--- config.mk ---
export PLATFORM = sky130hd
export DESIGN_NAME = multiword_adder_seq
export DESIGN_NICKNAME = d
export VERILOG_FILES = /design/src/rtl/multiword_adder_seq.sv
export SDC_FILE = /design/constraint.sdc
export NUM_CORES = 1
export LEC_CHECK = 0
export CORE_MARGIN = 5
export CORE_UTILIZATION = 40
export CTS_BUF_LIST = sky130_fd_sc_hd__clkbuf_8
export CTS_CLUSTER_DIAMETER = 80
export DETAILED_ROUTE_END_ITERATION = 7
export HOLD_SLACK_MARGIN = 0.02
export PLACE_DENSITY = 0.66
export SYNTH_ARGS = -nofsm -noshare
export SYNTH_HDL_FRONTEND = slang
export SYNTH_SLANG_ARGS = --single-unit
--- constraint.sdc ---
create_clock -name clk -period 4.7 [get_ports clk]
set_clock_uncertainty 0.05 [all_clocks]
set_input_delay 0.705 -clock clk [delete_from_list [all_inputs] [get_ports clk]]
set_output_delay 0.705 -clock clk [all_outputs]
set_load 0.05 [all_outputs]
--- src/rtl/multiword_adder_seq.sv ---
// Sequential multi-word adder: one shared 16-bit adder steps through WORDS words, low word first.
// Optional subtract mode is enabled by defining MULTIWORD_ADDER_SEQ_SUB_EN (adds input port sub).

module full_adder_16bit (
  input  logic [15:0] i_a,
  input  logic [15:0] i_b,
  input  logic        i_cin,
  output logic [15:0] o_sum,
  output logic        o_cout
);
  assign {o_cout, o_sum} = {1'b0, i_a} + {1'b0, i_b} + {16'b0, i_cin};
endmodule

module multiword_adder_seq #(
  parameter int unsigned WORDS = 4
) (
  input  logic                 clk,
  input  logic                 rst,
  input  logic                 in_valid,
  output logic                 in_ready,
  input  logic [16*WORDS-1:0]  op_a,
  input  logic [16*WORDS-1:0]  op_b,
  input  logic                 cin,
`ifdef MULTIWORD_ADDER_SEQ_SUB_EN
  input  logic                 sub,
`endif
  output logic                 out_valid,
  input  logic                 out_ready,
  output logic [16*WORDS-1:0]  result,
  output logic                 cout,
  output logic                 overflow
);

  localparam int unsigned IW = (WORDS > 1) ? $clog2(WORDS) : 1;

  typedef enum logic [1:0] {IDLE, RUN, HOLD} state_t;

  state_t              r_state;
  state_t              w_next;
  logic [IW-1:0]       r_idx;
  logic                r_carry;
  logic                r_sub;
  logic [16*WORDS-1:0] r_a;
  logic [16*WORDS-1:0] r_b;
  logic [16*WORDS-1:0] r_result;
  logic                r_cout;
  logic                r_ovf;

  logic                w_sub_in;
  logic [31:0]         w_base;
  logic [15:0]         w_a_word;
  logic [15:0]         w_b_word;
  logic [15:0]         w_sum;
  logic                w_cout;
  logic                w_ovf;
  logic                w_last;

`ifdef MULTIWORD_ADDER_SEQ_SUB_EN
  assign w_sub_in = sub;
`else
  assign w_sub_in = 1'b0;
`endif

  assign w_base   = {{(32-IW){1'b0}}, r_idx} << 4;
  assign w_a_word = r_a[w_base +: 16];
  // Subtraction is A + ~B + 1; the +1 comes from the carry register seeded at capture.
  assign w_b_word = r_b[w_base +: 16] ^ {16{r_sub}};
  assign w_last   = (r_idx == IW'(WORDS-1));
  assign w_ovf    = (w_a_word[15] == w_b_word[15]) && (w_sum[15] != w_a_word[15]);

  full_adder_16bit u_add (
    .i_a    (w_a_word),
    .i_b    (w_b_word),
    .i_cin  (r_carry),
    .o_sum  (w_sum),
    .o_cout (w_cout)
  );

  always_ff @(posedge clk) begin
    if (rst) r_state <= IDLE;
    else     r_state <= w_next;
  end

  always_comb begin
    w_next = r_state;
    case (r_state)
      IDLE:    if (in_valid)  w_next = RUN;
      RUN:     if (w_last)    w_next = HOLD;
      HOLD:    if (out_ready) w_next = IDLE;
      default: w_next = IDLE;
    endcase
  end

  always_ff @(posedge clk) begin
    if (rst) begin
      r_idx    <= '0;
      r_carry  <= 1'b0;
      r_sub    <= 1'b0;
      r_a      <= '0;
      r_b      <= '0;
      r_result <= '0;
      r_cout   <= 1'b0;
      r_ovf    <= 1'b0;
    end else begin
      case (r_state)
        IDLE: begin
          if (in_valid) begin
            r_a     <= op_a;
            r_b     <= op_b;
            r_sub   <= w_sub_in;
            r_idx   <= '0;
            r_carry <= w_sub_in ? 1'b1 : cin;
          end
        end
        RUN: begin
          r_result[w_base +: 16] <= w_sum;
          r_carry                <= w_cout;
          r_idx                  <= r_idx + 1'b1;
          if (w_last) begin
            r_cout <= w_cout;
            r_ovf  <= w_ovf;
            r_idx  <= '0;
          end
        end
        default: ;
      endcase
    end
  end

  assign in_ready  = (r_state == IDLE);
  assign out_valid = (r_state == HOLD);
  assign result    = r_result;
  assign cout      = r_cout;
  assign overflow  = r_ovf;

endmodule

# [Word-level counts from Yosys, hierarchy flattened]
# Cells that the tools add are included.
[classes] n_addsub=4 n_mul=0 n_div=0 magnitude_cmp=0 eq_ne=8 shifts=4 muxes=10 n_bitwise=0 n_reduce_logical=7
[ops] op="indexed part select 64 x 7 -> 16 bit" n=2
[ops] op="bitwise mux 64 bit" n=1
[ops] op="variable shift 16 x 34 -> 64 bit, first input constant" n=1
[ops] op="indexed part select 16 x 34 -> 64 bit" n=1
[ops] op="negation 6 -> 34 bit" n=1
[ops] op="adder 16 x 16 -> 17 bit" n=1
[ops] op="adder 17 x 1 -> 17 bit" n=1
[ops] op="2-to-1 mux 2 bit" n=5
[ops] op="case mux 2 bit (3 select lines)" n=1
[ops] op="AND reduction 2 bit" n=3
[ops] op="equality test 2 bit, second input constant" n=2
[ops] op="inequality test 2 bit, second input constant" n=2
[ops] op="case mux 2 bit (2 select lines)" n=1
[ops] op="AND reduction 3 bit" n=1
[ops] op="adder 2 x 1 -> 2 bit, second input constant" n=1
[ops] op="equality test 2 x 1 -> 1 bit, second input constant" n=1
[ops] op="logical NOT 2 bit" n=1
[ops] op="inequality test 2 x 1 -> 1 bit, second input constant" n=1
[ops] op="case mux 1 bit (2 select lines)" n=1
[ops] op="nonzero test 2 bit" n=1
[ops] op="equality test 1 bit" n=1
[ops] op="logical AND 1 bit" n=1
[ops] op="2-to-1 mux 1 bit" n=1
[ops] op="inequality test 1 bit" n=1
[word_totals] ff_bits=199 latch_bits=0 ramBits=0 mem_bits_ro=0 input_bits=133 output_inout_bits=68 wordCells=41 mem_count=0

# [Depth between registers and ports, before layout]
# Gate-level depths: netlist of the first run.
[depth] word_depth=5 mapped_depth=12 depth_no_buf=10

# [Modules after synthesis]
# From an unflattened synthesis of the first run, not the netlist that was laid out.
[hier_totals] hier_cells=1028 hier_area_um2=8627.0
[modules_own_cells] mod="multiword_adder_seq" instances=1 cells_each=914 area_each_um2=7815.0 seq_area_each_um2=3983.8
[modules_own_cells] mod="full_adder_16bit" instances=1 cells_each=114 area_each_um2=812.0 seq_area_each_um2=0.0

# [Worst setup path before layout of the first run]
# Ideal clock, no wire load.
[synth_path] kind="reg-to-reg" start="register r_idx[1]" end="register r_result[62], in the netlist result[62]" arrival_ns=3.051 setup_slack_ns=1.476 stages_incl_launch_ff=13 path_buffers=2 synth_period_minus_slack_ns=3.224 path_cell_list="dfxtp_1 -> buf_2 -> buf_1 -> mux4_2 -> fa_1 -> inv_1 -> fa_1 -> nor2b_4 -> o31ai_4 -> a21oi_2 -> o41ai_4 -> and3_1 -> a211oi_2"
[synth_between] elab_chain_cells=5 word_cells_on_any_way=8 classes_between="add/sub (3); shift (4); mux (1)"
[synth_rtl] item="start, declared" line_no="40" text="logic [IW-1:0] r_idx;"
[synth_rtl] item="start signal, assigned" line_no="118" text="r_idx <= r_idx + 1'b1;"
[synth_rtl] item="indexed part select 64 x 7 -> 16 bit (on tied branches)" line_no="65, 67"
[synth_rtl] item="adder 16 x 16 -> 17 bit" line_no="11" text="assign {o_cout, o_sum} = {1'b0, i_a} + {1'b0, i_b} + {16'b0, i_cin};"
[synth_rtl] item="adder 17 x 1 -> 17 bit" line_no="11"
[synth_rtl] item="indexed part select 16 x 34 -> 64 bit" line_no="116" text="r_result[w_base +: 16] <= w_sum;"
[synth_rtl] item="bitwise mux 64 bit *" line_no="116"
[synth_rtl] item="end signal, assigned by index" line_no="116"
[synth_rtl] item="end, declared" line_no="45" text="logic [16*WORDS-1:0] r_result;"
# Mark *: on every way between the ends. The rest lies on a longest branch, timed or not.
# A chain may end at the register's enable or synchronous reset.

# [Worst setup path in the final report of the first run]
[layout_path] start="register r_idx[0]" end="register r_result[14], in the netlist result[14]"
# Same word-level chain as after synthesis.

==> results by group, run 1 <==
Power and ir drop
  • Int Pwr: 2.57 mW
  • Sequential power share: 51.0%
  • PD cells: 317 nW/um^2
  • Sw Ratio: 27.6%
  • Max rail drop VDD: 0.168 mV
  • Clock power share: 33.4%
  • Combinational share of power: 15.6%
  • Static leakage: 4.05 nW
  • Psw: 0.977 mW

Drt
  • Pre-Repair DR Iteration Count: 5
  • Routed Antenna Nets: 0
  • Via count: 7,488
  • Vias per cell: 5.21
  • Avg WL per Cell: 17.3 um
  • Drt total wl: 24.9 mm
  • DR DRC count: 0
  • Detailed Route Iter0 Violations: 537

Yosys
  • Top FF cell, synth: dfxtp_1
  • Seq cells post-synth: 199
  • Yosys warns: 0
  • Number of flops mapped to enable cells by yosys: 0
  • Yosys top cell area share: 46.2%
  • Synth area leader: dfxtp_1
  • Syn Inst Count: 987
  • Distinct cells, synth: 55
  • Area contributors post-synth: dfxtp_1, nand2_1, a21oi_1, mux4_2, a22oi_1
  • Seq/Total Area, Yosys: 46.2%
  • Syn Area/Cell: 8.74 sq um
  • Post-synth net total: 1,143
  • Asr flop ratio synth: 0%
  • Post-Syn Area: 8630 sq um

Cells and area
  • Nets: 1,306
  • # diodes: 0
  • Syn-to-layout area delta: 29.8%
  • Share of cells above drive strength 1: 8.17%
  • Fill cells: 2,001
  • Commonest cells after routing, fill and taps aside: nand2_1, clkdlybuf4s50_1, dfxtp_1, a21oi_1, nor2_1
  • Finished Core Util: 52.9%
  • Commonest non-fill, non-tap cell in the layout: nand2_1

Timing
  • Fin crit period: 3.58 ns
  • Unrepaired setup endpoints after global routing: no
  • Worst-Margin Slew: 1.13 ns
  • Max Fclk: 279 MHz
  • Final setup violating endpoints: 0
  • TNS Setup: 0 ns
  • Max-slew violations: 0
  • Normalized max-slew margin: 24.9%
  • Endpoints failing hold: 0
  • Fin crit share: 76.2%

Placement
  • Port-buffer cells: 200
  • Gpl congestion: 0.834
  • Post-DP HPWL: 18.5 mm

Worst setup path
  • Crit-path max FO: 25
  • Setup crit end kind: flip-flop
  • Critical path launch point type: flip-flop
  • Reg2Reg Depth: 10
  • Required @ worst endpoint: 5.02 ns
  • Arrival time worst endpoint: 3.91 ns
  • CP Class: flip-flop to flip-flop

Clock network
  • Clock slew at reported path FFs: 0.10 ns
  • Post-CTS setup buffer count: 0
  • CTS Hold Bufs: 0
  • Clock buffer depth: 2
  • CTS tree: done
  • Total CTS buffers: 17
  • CTS HTree Levels: 4
  • Clock latency on the worst-skew pair: 0.48 ns
  • Gates resized, CTS repair: 0
  • TritonCTS Sinks: 199
  • Root Buffer: clkbuf_8

Die
  • Initial core utilization: 40.8%
  • CORE AREA: 21,200 sq um
  • Die Area: 24,600 sq um
  • Die width: 157 um
  • Ports: 201
  • Row cnt: 53
  • Die Span Y: 157 um

Global route
  • Aggregate global-route resource usage: 20.2%
  • First-pass GRT wire length: 39.2 mm
  • Antenna violations before repair: 0
  • Vias in the first global route: 7,271
  • Total gr overflow: 0
  • Largest net degree at the start of global routing: 104

Worst hold path
  • Hold Path Class: flip-flop to flip-flop
  • Hold Crit Depth: 2

Run status
  • Status: finished, final reports clean

Job
  • Max-cap viol count: 0
worst max-delay path, cell delays in order (launching register included):
cell and delay (ns):
dfxtp_2 0.82, buf_4 0.41, mux4_2 0.58, inv_1 0.10
fa_1 0.26, nor2b_4 0.07, o31ai_4 0.26, a21oi_2 0.14
o41ai_4 0.48, and3_1 0.25, a211oi_2 0.04
final timing paths:
path              slack [ns]         end      from
setup / recovery        1.12  result[14]  r_idx[0]
hold / removal          0.40     r_a[25]   r_a[25]
setup reg to reg        1.12  result[14]  r_idx[0]
hold reg to reg         0.40     r_a[25]   r_a[25]
cell type report:
type                    count  area [sq um]  share of cell area [%]
flip-flops and latches    199          3990                    35.6
multi-input cells         711          4310                    38.5
inverters                  13          48.8                   0.436
well taps                 275           344                    3.07
repair buffers            208          2070                    18.5
clock buffers              19           262                    2.34
clock inverters            13           169                    1.51
cells by family after synthesis:
group / share of synthesized area [%]
adders and majority gates: 3.51
xor gates and xnor gates: 1.33
buffers and inverters: 3.95
and+or+nand+nor: 18.4
DFF: 46.2
AOI/OAI and AO/OA: 18.1
muxes: 8.47
sequential cells by signal (all words and copies together) (netlist names):
register / flops
r_b: 64
r_idx: 2
r_state: 2
r_carry: 1
overflow: 1
cout: 1
result: 64
r_a: 64
power by group through the flow:
stage	Clock, mW	Combinational, mW	Sequential [mW]
after global routing	1.27	0.604	1.82
after global placement	0	0.545	1.85
after floorplan	0	0.322	1.84
after detailed placement	0	0.550	1.85
after CTS	1.20	0.553	1.81
final	1.18	0.552	1.81
synth_stat cells, types with 3 or more instances:
cell	n
a211oi_2	5
a21oi_1	155
a22o_1	16
a22oi_1	35
and2_1	4
and3_1	6
buf_1	8
buf_2	23
buf_6	3
clkbuf_1	30
dfxtp_1	199
ha_1	21
inv_1	13
mux4_2	32
nand2_1	300
nand2b_1	5
nand3_1	3
nor2_1	52
nor3_1	6
o21ai_0	14
o21bai_1	4
o31ai_1	5
xnor2_1	7
xor2_1	3
layer usage:
layer  share of wire [%]  wire length (um)  track usage (%)  vias to the layer above
li1                    -                 -                -                     3710
met1                  46             11500             28.2                     3547
met2                  47             11800             32.5                      208
met3                 5.5              1380             3.79                       23
met4                 1.1               272             5.00                        0
met5                   0                 0                0                        -
per-stage QoR:
step,cells,setup slack [ns],hold WS (ns),instance area (sq um),power (mW)
floorplan,987,1.48,0.383,8630,2.16
global placement,1406,1.17,0.390,10800,2.39
detailed placement,1406,1.14,0.394,10800,2.40
CTS,1438,1.11,0.407,11200,3.57
global route,1438,0.820,0.433,11200,3.70
finish,1438,1.12,0.405,11200,3.54
Note: power is estimated with default switching activity, not from simulation.
==> run 2, diff against run 1 <==
Clock period 4.7 ns to 3.6 ns, I/O delays scaled along.
==> results by group, run 2 (synthesized netlist as in run 1, its figures left out) <==
Run status
  • Status: finished, final reports clean

Cells and area
  • Finished Core Util: 52.9% (about the same)
  • Fin area: 11,200 sq um (about the same)
  • Share of cells above drive strength 1: 8.56% (+0.39 points)
  • Nets: 1,311 (+0.38%)
  • Non-filler cells, final: 1,443 (+0.35%)
  • Commonest cells after routing, fill and taps aside: nand2_1, clkdlybuf4s50_1, dfxtp_1, a21oi_1, nor2_1
  • Commonest non-fill, non-tap cell in the layout: nand2_1
  • # diodes: 0 (unchanged)
  • Syn-to-layout area delta: 29.8% (about the same)

Timing
  • Endpoints failing hold: 0 (unchanged)
  • TNS Setup: 0 ns (unchanged)
  • Max Fclk: 318 MHz (+14%)
  • Final worst slack: 0.454 ns (-0.665 ns)
  • Fin crit share: 87.4% (+11 points)
  • Worst hold slack: 0.406 ns (+0.00145 ns)
  • Unrepaired setup endpoints after global routing: no
  • Max-slew violations: 0 (unchanged)
  • Final setup violating endpoints: 0 (unchanged)
  • Normalized max-slew margin: 45.0% (+20 points)
  • Fin crit period: 3.15 ns (-0.435 ns)
  • Worst-Margin Slew: 0.818 ns (-0.309 ns)

Worst setup path
  • Slowest CP cell: mux4_2
  • CP cell instances: buf_4 > mux4_2 > inv_1 > fa_1 > nor2b_4 > o31ai_4 > a21oi_2 > o41ai_4 > and3_1 > a211oi_2
  • Required @ worst endpoint: 3.90 ns (-1.12 ns)
  • Crit-path max FO: 28 (+12%)
  • CP Class: flip-flop to flip-flop
  • Critical path launch point type: flip-flop
  • CP peak stage delay: 0.59 ns (-0.23 ns)
  • Setup crit end kind: flip-flop
  • Arrival time worst endpoint: 3.45 ns (-0.46 ns)

Clock network
  • TritonCTS Sinks: 199 (unchanged)
  • Clock latency on the worst-skew pair: 0.46 ns (-0.02 ns)
  • Gates resized, CTS repair: 0 (unchanged)
  • CTS HTree Levels: 4 (unchanged)
  • Root Buffer: clkbuf_8
  • Clock buffer depth: 2 (unchanged)
  • Post-CTS setup buffer count: 0 (unchanged)
  • Clock slew at reported path FFs: 0.10 ns (about the same)
  • CTS Hold Bufs: 0 (unchanged)
  • Total CTS buffers: 17 (unchanged)
  • CTS tree: done

Global route
  • Largest net degree at the start of global routing: 79 (-24%)
  • Vias in the first global route: 7,305 (+0.47%)
  • Total gr overflow: 0 (unchanged)
  • First-pass GRT wire length: 39.3 mm (+0.44%)
  • Aggregate global-route resource usage: 20.3% (+0.13 points)
  • Antenna violations before repair: 1 (+1)

Power and ir drop
  • PD cells: 399 nW/um^2 (+26%)
  • Int Pwr: 3.20 mW (+25%)
  • Max rail drop VDD: 0.212 mV (+26%)
  • Static leakage: 4.07 nW (+0.28%)
  • Psw: 1.27 mW (+30%)
  • Combinational share of power: 16.5% (+0.9 points)
  • Clock power share: 31.0% (-2.4 points)
  • Sequential power share: 52.6% (+1.6 points)
  • Sw Ratio: 28.5% (+0.92 points)
  • Final Power: 4.47 mW (+26%)

Drt
  • Pre-Repair DR Iteration Count: 5 (unchanged)
  • Avg WL per Cell: 17.5 um (+0.82%)
  • DR DRC count: 0 (unchanged)
  • Routed Antenna Nets: 0 (unchanged)
  • Vias per cell: 5.21 (about the same)
  • Drt total wl: 25.2 mm (+1.2%)
  • Via count: 7,511 (+0.31%)
  • Detailed Route Iter0 Violations: 532 (-0.93%)

Placement
  • Post-DP HPWL: 18.9 mm (+2.3%)
  • Placed inst area: 10,800 sq um (+0.58%)
  • Post-Place Worst Slack: 0.446 ns (-0.694 ns)
  • Gpl congestion: 0.858 (+2.9%)
  • Port-buffer cells: 200 (unchanged)
  • Placed insts: 1,411 (+0.36%)

Die
  • Ports: 201 (unchanged)
  • Die Span Y: 157 um (unchanged)
  • Die width: 157 um (unchanged)
  • Row cnt: 53 (unchanged)
  • CORE AREA: 21,200 sq um (unchanged)
  • Initial core utilization: 40.8% (unchanged)
  • Die Area: 24,600 sq um (unchanged)

Worst hold path
  • Hold Path Class: flip-flop to flip-flop

Job
  • Max-cap viol count: 0 (unchanged)
==> run 2: cell types whose count changed in the layout (fill, tap and decap cells not counted), sizes merged <==
| cell | before | now |
|---|---|---|
| clkinv | 1 | 4 |
| clkinvlp | 4 | 3 |
| bufinv | 3 | 1 |
| clkbuf | 19 | 18 |
| inv | 18 | 19 |
| buf | 9 | 14 |
==> run 2: layer usage <==
layer,global-route usage [%],vias up,share of wire (%)
li1,-,3735,-
met5,0,-,0.028
met1,28.6,3535,46
met3,5.28,19,6.7
met2,31.6,220,46
met4,4.63,2,1.2
==> run 2: worst paths after layout <==
check / endpoint / slack [ns] / depth (start not counted) / from
setup / recovery: result[30] / 0.45 / 10 / r_idx[0]
hold / removal: r_a[34] / 0.41 / 2 / r_a[34]
setup reg to reg: result[30] / 0.45 / 10 / r_idx[0]
hold reg to reg: r_a[34] / 0.41 / 2 / r_a[34]
==> run 2: area by class of cell <==
cell class | count | area [sq um]
timing repair buffer | 213 | 2130
sequential | 199 | 3990
clock inverter | 14 | 123
fill | 1963 | 9960
inverter | 13 | 48.8
clock buffer | 18 | 248
tap | 275 | 344
multi-input combinational | 711 | 4310
==> run 2: power by group through the flow <==
stage,sequential [mW],combinational [mW],clock (mW)
after global placement,2.40,0.733,0
after detailed placement,2.40,0.739,0
final,2.35,0.737,1.38
after floorplan,2.41,0.420,0
after CTS,2.35,0.741,1.41
after global routing,2.36,0.805,1.50
==> run 2: worst max-delay path, delay by kind of cell (launching register included) <==
family | cells | cell delay, ns
buf+inv | 2 | 0.49
mux | 1 | 0.59
fa+ha+maj | 1 | 0.26
compound gates | 4 | 0.95
flops | 1 | 0.38
simple gates | 2 | 0.33
==> run 3, diff against run 2 <==
Settings changed: CORE_ASPECT_RATIO from default to 0.75.
==> results by group, run 3 (synthesized netlist as in run 1, its figures left out) <==
Run status
  • Status: finished, final reports clean

Timing
  • Max-slew violations: 0 (unchanged)
  • Fin crit period: 3.28 ns (+0.133 ns)
  • Final setup violating endpoints: 0 (unchanged)
  • Worst-Margin Slew: 0.738 ns (-0.0793 ns)
  • Worst hold slack: 0.407 ns (+0.000752 ns)
  • Fin crit share: 91.1% (+3.7 points)
  • Unrepaired setup endpoints after global routing: no
  • Endpoints failing hold: 0 (unchanged)
  • TNS Setup: 0 ns (unchanged)
  • Max Fclk: 305 MHz (-4.0%)
  • Normalized max-slew margin: 50.8% (+5.8 points)

Drt
  • Pre-Repair DR Iteration Count: 5 (unchanged)
  • Detailed Route Iter0 Violations: 666 (+25%)
  • Vias per cell: 5.18 (-0.42%)
  • Routed Antenna Nets: 0 (unchanged)
  • Via count: 7,531 (+0.27%)
  • DR DRC count: 0 (unchanged)
  • Avg WL per Cell: 17.8 um (+1.7%)
  • Drt total wl: 25.8 mm (+2.4%)

Clock network
  • Clock buffer depth: 2 (unchanged)
  • Root Buffer: clkbuf_8
  • Total CTS buffers: 17 (unchanged)
  • CTS tree: done
  • Post-CTS setup buffer count: 0 (unchanged)
  • Clock latency on the worst-skew pair: 0.47 ns (about the same)
  • Gates resized, CTS repair: 0 (unchanged)
  • CTS Hold Bufs: 0 (unchanged)
  • Clock slew at reported path FFs: 0.09 ns (about the same)
  • CTS HTree Levels: 4 (unchanged)
  • TritonCTS Sinks: 199 (unchanged)

Global route
  • Vias in the first global route: 7,129 (-2.4%)
  • First-pass GRT wire length: 40.4 mm (+2.8%)
  • Total gr overflow: 0 (unchanged)
  • Aggregate global-route resource usage: 20.9% (+0.52 points)
  • Largest net degree at the start of global routing: 148 (+87%)
  • Met2 Use GR: 31.2% (-0.36 points)
  • GRT met1 Usage: 30.7% (+2.1 points)
  • Met3 Usage GRT: 4.96% (-0.32 points)
  • Antenna violations before repair: 1 (unchanged)
  • Most crowded layer after global routing: met2

Job
  • Max-cap viol count: 0 (unchanged)

Die
  • CORE AREA: 21,200 sq um (+0.12%)
  • Ports: 201 (unchanged)
  • Die Area: 24,600 sq um (+0.12%)
  • Initial core utilization: 40.7% (-0.051 points)
  • Die width: 180 um (+14%)
  • Row cnt: 46 (-13%)
  • Die Span Y: 137 um (-13%)

Placement
  • Gpl congestion: 0.887 (+3.3%)
  • Port-buffer cells: 200 (unchanged)
  • Placed insts: 1,421 (+0.71%)
  • Post-DP HPWL: 19.4 mm (+2.9%)

Worst setup path
  • Crit-path max FO: 28 (unchanged)
  • CP peak stage delay: 0.57 ns (-0.02 ns)
  • Arrival time worst endpoint: 3.64 ns (+0.19 ns)
  • Setup crit end kind: flip-flop
  • Critical path launch point type: flip-flop
  • Delay-heaviest family, CP: compound AO/OA/AOI/OAI gates
  • CP Class: flip-flop to flip-flop
  • CP cell instances: buf_4 > mux4_2 > ha_1 > nand4_1 > nor3_1 > o21ai_0 > a31o_2 > a21oi_1 > a22o_1
  • Required @ worst endpoint: 3.96 ns (+0.06 ns)
  • Sum of buffers and inverters on the critical path: 1 (-1)
  • Slowest CP cell: mux4_2

Cells and area
  • # diodes: 0 (unchanged)
  • Nets: 1,308 (-0.23%)
  • Fill cells: 2,011 (+2.4%)
  • Share of cells above drive strength 1: 8.33% (-0.24 points)
  • Commonest cells after routing, fill and taps aside: nand2_1, clkdlybuf4s50_1, dfxtp_1, a21oi_1, nor2_1
  • Non-filler cells, final: 1,453 (+0.69%)
  • Commonest non-fill, non-tap cell in the layout: nand2_1
  • Syn-to-layout area delta: 30.4%

Worst hold path
  • Hold Path Class: flip-flop to flip-flop

Power and ir drop
  • Max rail drop VDD: 0.230 mV (+8.7%)
  • PD cells: 410 nW/um^2 (+2.7%)
  • Static leakage: 4.08 nW (+0.25%)
[run 3: tightest hold or removal path: cells and delay by family (launching register included)]
kind | cells | cell delay, ns
AO/OA/AOI/OAI | 1 | 0.05
flip-flops | 1 | 0.32
AND/OR/NAND/NOR | 1 | 0.05
[run 3: metal layers]
metal	up-vias	share of wire (%)
li1	3724	-
met1	3543	49
met2	240	44
met3	22	6.3
met4	2	1.1
met5	-	0.050
[run 3: per-stage QoR]
stage                     setup WS (ns)  instance area [sq um]  util (%)  power, mW
after floorplan                   0.376                   8630         -       2.83
after global placement            0.394                  10800      51.1       3.13
after detailed placement          0.363                  10800      51.1       3.14
after CTS                         0.323                  11300      53.1       4.64
after global routing              0.128                  11300      53.1       4.82
final                             0.321                  11300      53.1       4.61
[run 3: report_power, final]
group | leakage [nW] | switching (mW) | internal (mW) | total, mW
combinational | 2.24 | 0.409 | 0.330 | 0.738
clock | 0.209 | 0.807 | 0.712 | 1.52
sequential | 1.62 | 0.0611 | 2.29 | 2.35
total | 4.08 | 1.28 | 3.34 | 4.61
[run 3: worst paths after layout]
path              startpoint  cells past startpoint  slack (ns)         end
hold reg to reg      r_a[62]                      2        0.41     r_a[62]
hold / removal       r_a[62]                      2        0.41     r_a[62]
setup / recovery    r_idx[0]                      9        0.32  result[45]
setup reg to reg    r_idx[0]                      9        0.32  result[45]
[run 3: area by class of cell]
cell class	count	area [sq um]	area share, %
flip-flops and latches	199	3990	35.4
clock buffers	18	248	2.20
well taps	288	360	3.20
inverters	13	48.8	0.434
repair buffers	210	2120	18.9
clock inverters	14	173	1.53
multi-input cells	711	4310	38.3
